<file path="config.mk">
export PLATFORM = sky130hd
export DESIGN_NAME = ae_serial_frame_rx
export DESIGN_NICKNAME = d
export VERILOG_FILES = /design/src/rtl/ae_rx_pkg.sv /design/src/rtl/ae_rx_fifo.sv /design/src/rtl/ae_serial_frame_rx.sv
export SDC_FILE = /design/constraint.sdc
export NUM_CORES = 1
export LEC_CHECK = 0
export ABC_CLOCK_PERIOD_IN_PS = 5400
export CORE_MARGIN = 10
export CORE_UTILIZATION = 35
export CTS_BUF_LIST = sky130_fd_sc_hd__clkbuf_8
export CTS_CLUSTER_SIZE = 12
export DETAILED_ROUTE_END_ITERATION = 8
export SLEW_MARGIN = 20
export SYNTH_ARGS = -nofsm -noshare
export SYNTH_HDL_FRONTEND = slang
export SYNTH_SLANG_ARGS = --single-unit
</file>
<file path="constraint.sdc">
create_clock -name clk -period 5.4 [get_ports clk]
set_input_delay 1.62 -clock clk [delete_from_list [all_inputs] [get_ports clk]]
set_output_delay 1.62 -clock clk [all_outputs]
set_load 0.1 [all_outputs]
</file>
<file path="src/rtl/ae_rx_pkg.sv">
// Shared types and constants for the AE spectrogram serial receiver.
package ae_rx_pkg;

  localparam int unsigned AE_TIME_W      = 16;
  localparam int unsigned AE_CH_W        = 7;
  localparam int unsigned AE_DEPTH       = 4;
  localparam int unsigned MAX_IDLE_BEATS = 3;

  typedef enum logic [1:0] {
    IDLE,
    TIME,
    WAIT_CH,
    CHAN
  } rx_state_t;

  // 'time' is a reserved word, so the timestamp field is time_stamp.
  typedef struct packed {
    logic [AE_TIME_W-1:0] time_stamp;
    logic [AE_CH_W-1:0]   ch1;
    logic [AE_CH_W-1:0]   ch2;
  } ae_record_t;

endpackage

</file>
<file path="src/rtl/ae_rx_fifo.sv">
// Synchronous record FIFO; read data is combinational from the head slot and
// forced to zero while empty.
module ae_rx_fifo
  import ae_rx_pkg::*;
#(
  parameter int unsigned DEPTH = AE_DEPTH,
  parameter type         rec_t = ae_record_t
) (
  input  logic clk,
  input  logic rst_n,
  input  logic push,
  input  rec_t push_data,
  input  logic pop,
  output rec_t head_data,
  output logic full,
  output logic empty
);

  localparam int unsigned PTR_W = $clog2(DEPTH);
  localparam int unsigned CNT_W = PTR_W + 1;

  rec_t             mem_q [DEPTH];
  logic [PTR_W-1:0] wr_ptr_q, rd_ptr_q;
  logic [CNT_W-1:0] count_q;
  logic             do_push, do_pop;

  assign empty   = (count_q == '0);
  assign full    = (count_q == CNT_W'(DEPTH));
  assign do_pop  = pop && !empty;
  // A push into a full FIFO still lands when the head leaves in the same cycle.
  assign do_push = push && (!full || do_pop);

  // NOTE: sequential state uses non-blocking (<=) so every register samples
  // pre-edge values, independent of statement order.
  always_ff @(posedge clk) begin
    if (!rst_n) begin
      wr_ptr_q <= '0;
      rd_ptr_q <= '0;
      count_q  <= '0;
    end else begin
      if (do_push) wr_ptr_q <= wr_ptr_q + PTR_W'(1);
      if (do_pop)  rd_ptr_q <= rd_ptr_q + PTR_W'(1);
      unique case ({do_push, do_pop})
        2'b10:   count_q <= count_q + CNT_W'(1);
        2'b01:   count_q <= count_q - CNT_W'(1);
        default: count_q <= count_q;
      endcase
    end
  end

  // NOTE: the storage array is deliberately not reset; pointers/count define
  // validity and the empty mask below yields zero data after reset.
  always_ff @(posedge clk) begin
    if (do_push) mem_q[wr_ptr_q] <= push_data;
  end

  assign head_data = empty ? rec_t'('0) : mem_q[rd_ptr_q];

endmodule

</file>
<file path="src/rtl/ae_serial_frame_rx.sv">
// 2-lane AE spectrogram frame receiver: framing FSM, shift registers, record FIFO.
// Optional statistics counters are built when AE_RX_STATS_EN is defined.
module ae_serial_frame_rx
  import ae_rx_pkg::*;
#(
  parameter int unsigned TIME_W = AE_TIME_W,
  parameter int unsigned CH_W   = AE_CH_W,
  parameter int unsigned DEPTH  = AE_DEPTH
) (
  input  logic              clk,
  input  logic              rst_n,
  input  logic              sample_en,
  input  logic [1:0]        serial_in,
  input  logic              sl_time,
  input  logic              sl_ch,
  input  logic              sending_data,
  output logic              out_valid,
  input  logic              out_ready,
  output logic [TIME_W-1:0] out_time,
  output logic [CH_W-1:0]   out_ch1,
  output logic [CH_W-1:0]   out_ch2,
  output logic              frame_err,
  output logic              fifo_full
`ifdef AE_RX_STATS_EN
  ,
  output logic [15:0]       frame_cnt,
  output logic [7:0]        err_cnt
`endif
);

  localparam int unsigned TIME_BEATS = TIME_W / 2;
  localparam int unsigned MAX_BEATS  = (TIME_BEATS > CH_W) ? TIME_BEATS : CH_W;
  localparam int unsigned CNT_W      = $clog2(MAX_BEATS) + 1;
  localparam logic [CNT_W-1:0] TIME_LAST  = CNT_W'(TIME_BEATS);
  localparam logic [CNT_W-1:0] CH_LAST    = CNT_W'(CH_W);
  localparam logic [1:0]       IDLE_LIMIT = 2'(MAX_IDLE_BEATS);

  typedef struct packed {
    logic [TIME_W-1:0] time_stamp;
    logic [CH_W-1:0]   ch1;
    logic [CH_W-1:0]   ch2;
  } rec_t;

  rx_state_t         state_q, state_d;
  logic [CNT_W-1:0]  beat_q, beat_d, beat_inc;
  logic [1:0]        idle_q, idle_d;
  logic [TIME_W-1:0] time_q, time_d;
  logic [CH_W-1:0]   ch1_q, ch1_d, ch2_q, ch2_d;
  logic              err_d, push, pop, drop, fifo_empty, frame_err_q;
  rec_t              push_rec, head_rec;

  assign beat_inc = beat_q + CNT_W'(1);

  // NOTE: every always_comb output gets a default first, so no path can
  // leave a variable unassigned and infer a latch.
  always_comb begin
    state_d = state_q;
    beat_d  = beat_q;
    idle_d  = idle_q;
    time_d  = time_q;
    ch1_d   = ch1_q;
    ch2_d   = ch2_q;
    err_d   = 1'b0;
    push    = 1'b0;
    if (sample_en) begin
      unique case (state_q)
        IDLE: begin
          if (sl_time && !sl_ch && sending_data) begin
            time_d  = TIME_W'(serial_in);
            beat_d  = CNT_W'(1);
            idle_d  = '0;
            state_d = (TIME_LAST == CNT_W'(1)) ? WAIT_CH : TIME;
          end
        end
        TIME: begin
          if (!sending_data || !sl_time || sl_ch) begin
            err_d = 1'b1;
          end else begin
            time_d = TIME_W'({time_q, serial_in});
            beat_d = beat_inc;
            if (beat_inc == TIME_LAST) state_d = WAIT_CH;
          end
        end
        WAIT_CH: begin
          // sl_time still high here covers both a held marker and a new one.
          if (!sending_data || sl_time) begin
            err_d = 1'b1;
          end else if (sl_ch) begin
            ch1_d  = CH_W'(serial_in[0]);
            ch2_d  = CH_W'(serial_in[1]);
            beat_d = CNT_W'(1);
            if (CH_LAST == CNT_W'(1)) begin
              push    = 1'b1;
              state_d = IDLE;
            end else begin
              state_d = CHAN;
            end
          end else if (idle_q == IDLE_LIMIT) begin
            err_d = 1'b1;
          end else begin
            idle_d = idle_q + 2'd1;
          end
        end
        CHAN: begin
          if (!sending_data || sl_time || !sl_ch) begin
            err_d = 1'b1;
          end else begin
            ch1_d  = CH_W'({ch1_q, serial_in[0]});
            ch2_d  = CH_W'({ch2_q, serial_in[1]});
            beat_d = beat_inc;
            if (beat_inc == CH_LAST) begin
              push    = 1'b1;
              state_d = IDLE;
            end
          end
        end
        default: state_d = IDLE;
      endcase
      if (err_d) state_d = IDLE;
    end
  end

  always_ff @(posedge clk) begin
    if (!rst_n) begin
      state_q     <= IDLE;
      beat_q      <= '0;
      idle_q      <= '0;
      time_q      <= '0;
      ch1_q       <= '0;
      ch2_q       <= '0;
      frame_err_q <= 1'b0;
    end else begin
      state_q     <= state_d;
      beat_q      <= beat_d;
      idle_q      <= idle_d;
      time_q      <= time_d;
      ch1_q       <= ch1_d;
      ch2_q       <= ch2_d;
      frame_err_q <= err_d || drop;
    end
  end

  assign push_rec = '{time_stamp: time_q, ch1: ch1_d, ch2: ch2_d};
  assign pop      = out_ready && !fifo_empty;
  assign drop     = push && fifo_full && !pop;

  ae_rx_fifo #(
    .DEPTH (DEPTH),
    .rec_t (rec_t)
  ) u_fifo (
    .clk       (clk),
    .rst_n     (rst_n),
    .push      (push),
    .push_data (push_rec),
    .pop       (out_ready),
    .head_data (head_rec),
    .full      (fifo_full),
    .empty     (fifo_empty)
  );

  assign out_valid = !fifo_empty;
  assign out_time  = head_rec.time_stamp;
  assign out_ch1   = head_rec.ch1;
  assign out_ch2   = head_rec.ch2;
  assign frame_err = frame_err_q;

`ifdef AE_RX_STATS_EN
  logic [15:0] frame_cnt_q;
  logic [7:0]  err_cnt_q;

  always_ff @(posedge clk) begin
    if (!rst_n) begin
      frame_cnt_q <= '0;
      err_cnt_q   <= '0;
    end else begin
      if (push && !drop) frame_cnt_q <= frame_cnt_q + 16'd1;
      if ((err_d || drop) && (err_cnt_q != 8'hFF)) err_cnt_q <= err_cnt_q + 8'd1;
    end
  end

  assign frame_cnt = frame_cnt_q;
  assign err_cnt   = err_cnt_q;
`endif

endmodule

</file>
==> impl_results.md, run 1 <==
* Status: complete, no violations
* # diodes at 0
* CP arrival at 2.63 ns
* Layout cell share with drive strength beyond 1 at 0.219
* Hold WS at between 0.4 and 0.5 ns
* Area grow syn2layout at 15.1%
* Commonest non-fill, non-tap cells in the layout: 120 x edfxtp_1, 49 x and2_1, 46 x dfxtp_1, 36 x buf_4, 32 x nor2_1
* Worst Hold End: idle_q[1]$_SDFFE_PN0P_
* Startpoint type of the worst setup path: flop
* Crit path max fanout at 18
* TritonCTS clock tree: yes
* Crit. End Element: primary output
* Cts hold-fix bufs at 0
* Final worst-path cycle share at 0.787
* Unrepaired setup endpoints after global routing: no
* Top FF cell, synth: edfxtp_1
* WP data required at about 3.8 ns
* Share of async-settable or async-resettable flops after synthesis at 0
* P_leak at 2.60 nW
* Post-CTS setup buffer count at 0
* Mapped Cells at 438
* Reg2Reg Depth at 9
* Worst Hold Depth at 2
* Final global-route overflow total at 0
* Largest net degree at the start of global routing at 32
* Via count at 3770
* Post_cts resized at 0
* I/O Pins at 42
* Final net count at 503
* Min-Delay Path Class: flop to flop
* Most common cell after layout, fill and taps aside: edfxtp_1
* DR pass1 iterations at 5
* Tot GR Track Use at 0.108
* Peak Freq at 235 MHz
* Standard-cell rows at just over 50
* Synth Warn # at 0
* Setup TNS at 0 ns
* CTS Sinks at 168
* Syn Area/Cell at 15.6 um^2
* IO buf count at between 40 and 50
* DRC at 0
* CTS Buffer Depth at 2
* Die Height at 160 um
* Total wire length at 13400 um
* Final-report hold violation count at 0
* Final Critical Period at 4.25 ns
* Pre-CTS setup slack at 1.00 ns
* HPWL Detailed at 8400 um
* Syn Nets at 460
* Slew Viols, Final at 0
* Hold_sp: idle_q[1]$_SDFFE_PN0P_
* Seq cells post-synth at 168
* Crit Path Class: flop to primary output
* Fill count at 1756
* First-pass GRT wire length at 21600 um
* Sequential area share after synthesis at 0.669
* Clock latency on the worst-skew pair at 0.44 ns
* Number of global-route vias before repair at 3905
* Endpoints failing setup at 0
* RR Startpoint: u_fifo.count_q[0]$_SDFFE_PN0P_
* FF-to-FF End: u_fifo.count_q[2]$_SDFFE_PN0P_
* Root Buffer: clkbuf_8
* Post-synth EDFFs at 120
* PnR worst setup slack at 1.15 ns
* Clk slew on worst S/H paths at 0.08 ns
* Mapped Area at 6820 um^2
* Core box area at 19300 um^2
* Vias per inst at approximately 5
* Post-route antenna net violation count at 0
* Num CTS Buffers at 17
* H-tree levels at 4
* P per Cell Area at just under 300 nW/um^2
* Slew @ Worst Pin at 1.06 ns
* Die area at 25500 um^2
* Max_slew headroom at 0.294
* VDD IR max at roughly 0.00016 V
* Routed len/inst at 17.7 um
* Die W at approximately 160 um
* Initial Util at 0.353
* Yosys cell types at 55
* RD Place Congestion at 0.824
* Antenna violations before repair at 0
* R2r setup slk at 2.68 ns
* Final clock skew at slightly below 0.005 ns
* Max cap viols at 0
* Initial DRC count at 171
[registers in the layout, summed over array words and instances (netlist names), named ones only]
register and count:
state_q 2, u_fifo.count_q 3, idle_q 2, u_fifo.rd_ptr_q 2
ch2_q 7, beat_q 4, ch1_q 7, frame_err 1
u_fifo.wr_ptr_q 2, time_q 16, u_fifo.mem_q 120
[how the worst max path moves through the flow]
stage / start / end / cells past startpoint
after floorplan: u_fifo.count_q[0]$_SDFFE_PN0P_ / out_ch1[0] / 3
after global placement: sl_ch / u_fifo.count_q[2]$_SDFFE_PN0P_ / 12
after detailed placement: sl_ch / u_fifo.count_q[2]$_SDFFE_PN0P_ / 12
after CTS: flop / out_ch2[1] / 4
after global routing: flop / out_time[1] / 4
final: flop / out_ch2[1] / 4
[per-stage QoR]
stage	util	instances	total power, mW	cell area [um^2]
3_5_place_dp	0.384	727	1.44	7430
5_1_grt	0.406	759	2.41	7850
2_1_floorplan	-	438	1.43	6820
6_report	0.406	759	2.34	7850
3_3_place_gp	0.384	727	1.44	7430
4_1_cts	0.406	759	2.36	7850
[final cells by class]
cell class / count / area [um^2] / share of cell area
clock buffers: 17 / 234 / 0.0298
repair buffers: 47 / 380 / 0.0484
inverters: 14 / 52.6 / 0.00669
clock inverters: 15 / 185 / 0.0236
flip-flops and latches: 168 / 4570 / 0.582
well taps: 265 / 332 / 0.0422
multi-input cells: 233 / 2100 / 0.268
[critical path, cell delays in order (launching register included)]
cell and delay (ns):
dfxtp_2 0.80, buf_4 0.41, mux4_2 0.56, and2_1 0.18
buf_4 0.23
[logic make-up (layout without fill, tap and decap cells)]
group / Yosys count / in the layout / share of synthesized area
AO/OA/AOI/OAI: 55 / 55 / 0.0631
XOR/XNOR: 7 / 7 / 0.00899
adder cells (fa/ha/maj): 13 / 13 / 0.0249
buffers and inverters: 37 / 93 / 0.0240
flip-flops: 168 / 168 / 0.669
multiplexers: 36 / 36 / 0.108
AND/OR/NAND/NOR: 122 / 122 / 0.102
[report_power, final]
part	internal (mW)	leakage [nW]	switching, mW
clock network	0.497	0.215	0.424
registers	1.36	1.45	0.00245
logic	0.0170	0.928	0.0326
[Yosys cell counts, types with 3 or more instances]
library cell / count / area (um^2)
mux2i_1: 4 / 40.0
edfxtp_1: 120 / 3600
nand2_1: 8 / 30.0
buf_2: 8 / 40.0
clkbuf_1: 12 / 45.0
nor2_1: 32 / 120
ha_1: 12 / 150
a22o_1: 12 / 105
inv_1: 13 / 48.8
xor2_1: 4 / 35.0
nand2b_1: 5 / 31.3
dfxtp_1: 48 / 961
o21ai_0: 4 / 20.0
a22oi_1: 14 / 105
mux4_2: 30 / 676
or3_1: 3 / 18.8
a21oi_1: 7 / 35.0
and2_1: 49 / 307
nand3_1: 4 / 20.0
or4_1: 4 / 30.0
xnor2_1: 3 / 26.3
[routing by layer]
metal	GRT usage	up-vias	part of all wire
met5	0	-	0
met4	0.0392	0	0.013
met3	0.0246	12	0.036
met2	0.178	78	0.51
met1	0.135	1933	0.44
li1	-	1747	-
(Power assumes the default switching activity.)
==> inputs of run 2 (changes only) <==
--- a/config.mk
+++ b/config.mk
@@ -5,7 +5,7 @@
 export SDC_FILE = /design/constraint.sdc
 export NUM_CORES = 1
 export LEC_CHECK = 0
-export ABC_CLOCK_PERIOD_IN_PS = 5400
+export ABC_CLOCK_PERIOD_IN_PS = 3500
 export CORE_MARGIN = 10
 export CORE_UTILIZATION = 35
 export CTS_BUF_LIST = sky130_fd_sc_hd__clkbuf_8
==> constraint.sdc (replaced) <==
create_clock -name clk -period 3.5 [get_ports clk]
set_input_delay 1.05 -clock clk [delete_from_list [all_inputs] [get_ports clk]]
set_output_delay 1.05 -clock clk [all_outputs]
set_load 0.1 [all_outputs]
==> run 2 against run 1 <==
  * Via count down 0.29%
  * Clock skew grew 0.0040 ns
  * Highest routed layer unchanged
  * Sequential power is 54% higher
  * Clock power is 50% higher
  * Core utilization rose by 2.7 points
  * First-iteration DRC count rose by 60%
  * Die area unchanged
  * Critical endpoint is now out_ch2[0]
  * Sequential share of layout area shrank 3.6 points
  * Total power rose by 53%
  * Critical path depth is the same
==> impl_results.md, run 2 (synthesized netlist as in run 1, its figures left out) <==
* Status: complete, no violations
* Max reg flops at 120
* Antenna violations before repair at 0
* Final net count at 516
* Register share of total power at 0.590
* Slew @ Worst Pin at 0.668 ns
* Core box area at around 19000 um^2
* Vias per inst at roughly 5
* Sw power at 0.764 mW
* Die area at between 20000 and 30000 um^2
* H-tree levels at 4
* CP arrival at about 2.2 ns
* PnR worst setup slack at 0.207 ns
* Crit. End Element: primary output
* Final worst-path cycle share at 0.941
* Clk slew on worst S/H paths at about 0.09 ns
* Cts hold-fix bufs at 0
* Placed Area at around 8000 um^2
* Clock power frac at 0.387
* Max_slew headroom at 0.554
* Min-Delay Path Class: flop to flop
* DRC at 0
* TritonCTS clock tree: yes
* Die W at 160 um
* Endpoints failing setup at 0
* Crit path max fanout at 13
* Clock latency on the worst-skew pair at 0.45 ns
* Pre-CTS setup slack at -0.0511 ns
* Commonest non-fill, non-tap cells in the layout: 120 x edfxtp_1, 49 x and2_1, 47 x dfxtp_1, 36 x buf_12, 32 x nor2_1
* Initial Util at 0.353
* P_leak at 2.75 nW
* Reg with most FFs: u_fifo.mem_q
* CTS Buffer Depth at 2
* DR pass1 iterations at 6
* Post-route antenna net violation count at 0
* Design Area, Final at 8370 um^2
* Top flop regs: u_fifo.mem_q (120), time_q (16)
* Via count at 3759
* Total wire length at 12900 um
* HPWL Detailed at a little over 8000 um
* IO buf count at 41
* Layout cell share with drive strength beyond 1 at 0.249
* Most common cell after layout, fill and taps aside: edfxtp_1
* Final Critical Period at 3.29 ns
* Post_cts resized at 0
* Final clock skew at 0.00890 ns
* # diodes at 0
* I/O Pins at 42
* RD Place Congestion at 0.800
* Routed len/inst at 16.7 um
* Final-report hold violation count at 0
* Post-CTS setup buffer count at 0
* Initial DRC count at 274
* Int Pwr at about 2.8 mW
* Root Buffer: clkbuf_8
* Number of global-route vias before repair at 3873
* Die Height at 160 um
* Peak Freq at between 300 and 400 MHz
* Area grow syn2layout at 22.8%
* Tot GR Track Use at 0.104
* First-pass GRT wire length at 21200 um
* Register area at 4570 um^2
* Num CTS Buffers at 17
* Final global-route overflow total at 0
* Fill count at between 1500 and 2000
* CTS Sinks at 168
* WP data required at 2.45 ns
* Crit Path Class: flop to primary output
* P per Cell Area at 426 nW/um^2
* Standard-cell rows at 51
* Unrepaired setup endpoints after global routing: no
* Startpoint type of the worst setup path: flop
* Switching Share at 0.214
* Area used by multi-input combinational logic at 2090 um^2
* VDD IR max at 0.000208 V
* Largest net degree at the start of global routing at 32
* Slew Viols, Final at 0
* R2r setup slk at 0.90 ns
* Comb power frac at 0.022
* Max cap viols at 0
[run 2: power by group through the flow]
stage | Combinational (mW) | Clock, mW | Sequential [mW]
after floorplan | 0.0503 | 0 | 2.15
after global placement | 0.0776 | 0 | 2.15
after detailed placement | 0.0787 | 0 | 2.15
after CTS | 0.0788 | 1.42 | 2.11
after global routing | 0.0875 | 1.49 | 2.11
final | 0.0793 | 1.38 | 2.11
[run 2: layer usage]
layer  global-route usage  wire length [um]
met1                0.127              5860
met2                0.175              6490
met3               0.0246               359
met4               0.0417               207
met5                    0                 0
[run 2: area by class of cell]
type,instances,share of cell area
Clock buffer,18,0.0296
Multi-Input combinational cell,233,0.250
Inverter,14,0.00628
Clock inverter,14,0.0194
Tap cell,265,0.0396
Timing Repair Buffer,60,0.110
Sequential cell,168,0.545
[run 2: final timing paths]
| check | start | endpoint | cells past startpoint |
|---|---|---|---|
| max | flop | out_ch2[0] | 4 |
| min | idle_q[1]$_SDFFE_PN0P_ | idle_q[1]$_SDFFE_PN0P_ | 2 |
| max reg2reg | beat_q[0]$_SDFFE_PN0P_ | u_fifo.count_q[2]$_SDFFE_PN0P_ | 12 |
| min reg2reg | idle_q[1]$_SDFFE_PN0P_ | idle_q[1]$_SDFFE_PN0P_ | 2 |
[run 2: per-stage QoR]
step | instances | hold WS, ns | util | power (mW) | setup TNS [ns]
6_report | 772 | 0.486 | 0.433 | 3.57 | 0
5_1_grt | 772 | 0.507 | 0.433 | 3.69 | 0
4_1_cts | 772 | 0.492 | 0.433 | 3.60 | 0
3_5_place_dp | 740 | 0.478 | 0.412 | 2.23 | -0.0511
3_3_place_gp | 740 | 0.458 | 0.412 | 2.23 | 0
2_1_floorplan | 438 | 0.450 | - | 2.20 | 0
[run 2: critical path, stage by stage, from the launching register on]
cell	delay [ns]
dfxtp_2	0.64
buf_12	0.23
mux4_2	0.54
and2_1	0.20
buf_12	0.17
==> inputs of run 3 (changes only) <==
--- a/config.mk
+++ b/config.mk
@@ -6,7 +6,7 @@
 export NUM_CORES = 1
 export LEC_CHECK = 0
 export ABC_CLOCK_PERIOD_IN_PS = 3500
-export CORE_MARGIN = 10
+export CORE_MARGIN = 3
 export CORE_UTILIZATION = 35
 export CTS_BUF_LIST = sky130_fd_sc_hd__clkbuf_8
 export CTS_CLUSTER_SIZE = 12
==> run 3 against run 2 <==
  * Clock skew increased by 0.0044 ns
  * Clock-buffer cell count increased by 1
  * Setup slack improved by 0.23 ns
  * Core utilization increased by 0.65 points
  * Sequential power about the same
  * Non-clock buffer count decreased by 2
  * Combinational power decreased by 2%
  * First-iteration DRC count increased by 0.36%
  * Critical path depth unchanged
  * Total power decreased by 0.45%
  * Register-to-register slack improved by 0.07 ns
  * Clock power about the same
==> impl_results.md, run 3 (synthesized netlist as in run 1, its figures left out) <==
* Slew Viols, Final at 0
* Final global-route overflow total at 0
* HPWL Detailed at 7620 um
* Most common cell after layout, fill and taps aside: edfxtp_1
* Standard-cell rows at 50
* Number of global-route vias before repair at ~3900
* Crit Path Class: flop to primary output
* # diodes at 0
* Antenna violations before repair at 0
* First-pass GRT wire length at 21000 um
* Final Critical Period at 3.07 ns
* Vias per inst at 4.95
* Slew @ Worst Pin at approximately 1 ns
* Clk slew on worst S/H paths at 0.09 ns
* Min-Delay Path Class: flop to flop
* Total power at 3.55 mW
* Placed insts at about 730
* Die area at 21200 um^2
* Peak Freq at 326 MHz
* Unrepaired setup endpoints after global routing: no
* Hold WS at around 0.5 ns
* Crit. End Element: primary output
* Root Buffer: clkbuf_8
* Num CTS Buffers at 17
* DRC at 0
* VDD IR max at 0.000189 V
* Post-route antenna net violation count at 0
* CTS Buffer Depth at 2
* I/O Pins at 42
* Reg with most FFs: u_fifo.mem_q
* Status: complete, no violations
* Crit path max fanout at 30
* WP data required at 2.45 ns
* Final clock skew at 0.0133 ns
* TritonCTS clock tree: yes
* Startpoint type of the worst setup path: flop
* RD Place Congestion at 0.833
* Max reg flops at 120
* H-tree levels at 4
* Final worst-path cycle share at 0.876
* Finished Layout Cells at 765
* Endpoints failing setup at 0
* Clock latency on the worst-skew pair at roughly 0.44 ns
* Die Height at ~150 um
* Final-report hold violation count at 0
* Area grow syn2layout at 22.2%
* Setup TNS at 0 ns
* CP arrival at a little over 2 ns
* Max cap viols at 0
* Commonest non-fill, non-tap cells in the layout: 120 x edfxtp_1, 49 x and2_1, 47 x dfxtp_1, 35 x buf_12, 32 x nor2_1
* Routed len/inst at 16.6 um
* P per Cell Area at 426 nW/um^2
* IO buf count at 41
* Cts hold-fix bufs at 0
* CTS Sinks at ~170
* Initial Util at 0.360
* Max_slew headroom at 0.332
* Tot GR Track Use at 0.126
* Post-CTS setup buffer count at 0
* Total wire length at about 13000 um
* DR pass1 iterations at 4
* Post-layout util at 0.440
* Final net count at 514
* Post_cts resized at 0
* Die W at 146 um
* Via count at between 3000 and 4000
* Top flop regs: u_fifo.mem_q (120), time_q (16)
* Initial DRC count at 275
* Core box area at around 19000 um^2
* Largest net degree at the start of global routing at 32
* Layout cell share with drive strength beyond 1 at 0.244
* P_leak at 2.73 nW
-- run 3: cell types whose count changed in the layout (fill, tap and decap cells not counted), sizes merged --
cell      delta
clkinv       +3
inv          -3
buf          -2
clkbuf       +1
clkinvlp     -1
-- run 3: area by class of cell --
cell class,instances,area [um^2]
Tap cell,260,325
Multi-Input combinational cell,233,2090
Timing Repair Buffer,58,893
Clock inverter,13,141
Sequential cell,168,4570
Clock buffer,19,262
Fill cell,1675,10600
Inverter,14,52.6
-- run 3: worst paths after layout --
kind / endpoint / from / cells past startpoint / slack (ns)
hold / removal: idle_q[1]$_SDFFE_PN0P_ / idle_q[1]$_SDFFE_PN0P_ / 2 / 0.50
setup reg to reg: u_fifo.count_q[2]$_SDFFE_PN0P_ / beat_q[0]$_SDFFE_PN0P_ / 12 / 0.97
setup / recovery: out_ch2[0] / flop / 4 / 0.43
hold reg to reg: idle_q[1]$_SDFFE_PN0P_ / idle_q[1]$_SDFFE_PN0P_ / 2 / 0.50
-- run 3: critical path: stages, from the launching register on --
cell,delay (ns)
dfxtp_2,0.35
buf_12,0.26
mux4_2,0.58
and2_1,0.21
buf_12,0.17
-- run 3: routing by layer --
layer  routed length (um)  global-route usage
met1                 5560               0.161
met2                 6390               0.208
met5                    0                   0
met4                  171              0.0418
met3                  561              0.0364
-- run 3: report_power, final --
part	total [mW]	switching [mW]	internal [mW]
sequential	2.11	0.00375	2.10
combinational	0.0779	0.0483	0.0296
clock	1.37	0.688	0.680
total	3.55	0.740	2.81
-- run 3: through the flow --
stage	worst slack (ns)	instance area (um^2)
6_report	0.435	8330
5_1_grt	0.308	8330
4_1_cts	0.369	8330
3_5_place_dp	0.0656	7930
3_3_place_gp	0.159	7930
2_1_floorplan	0.0832	6820
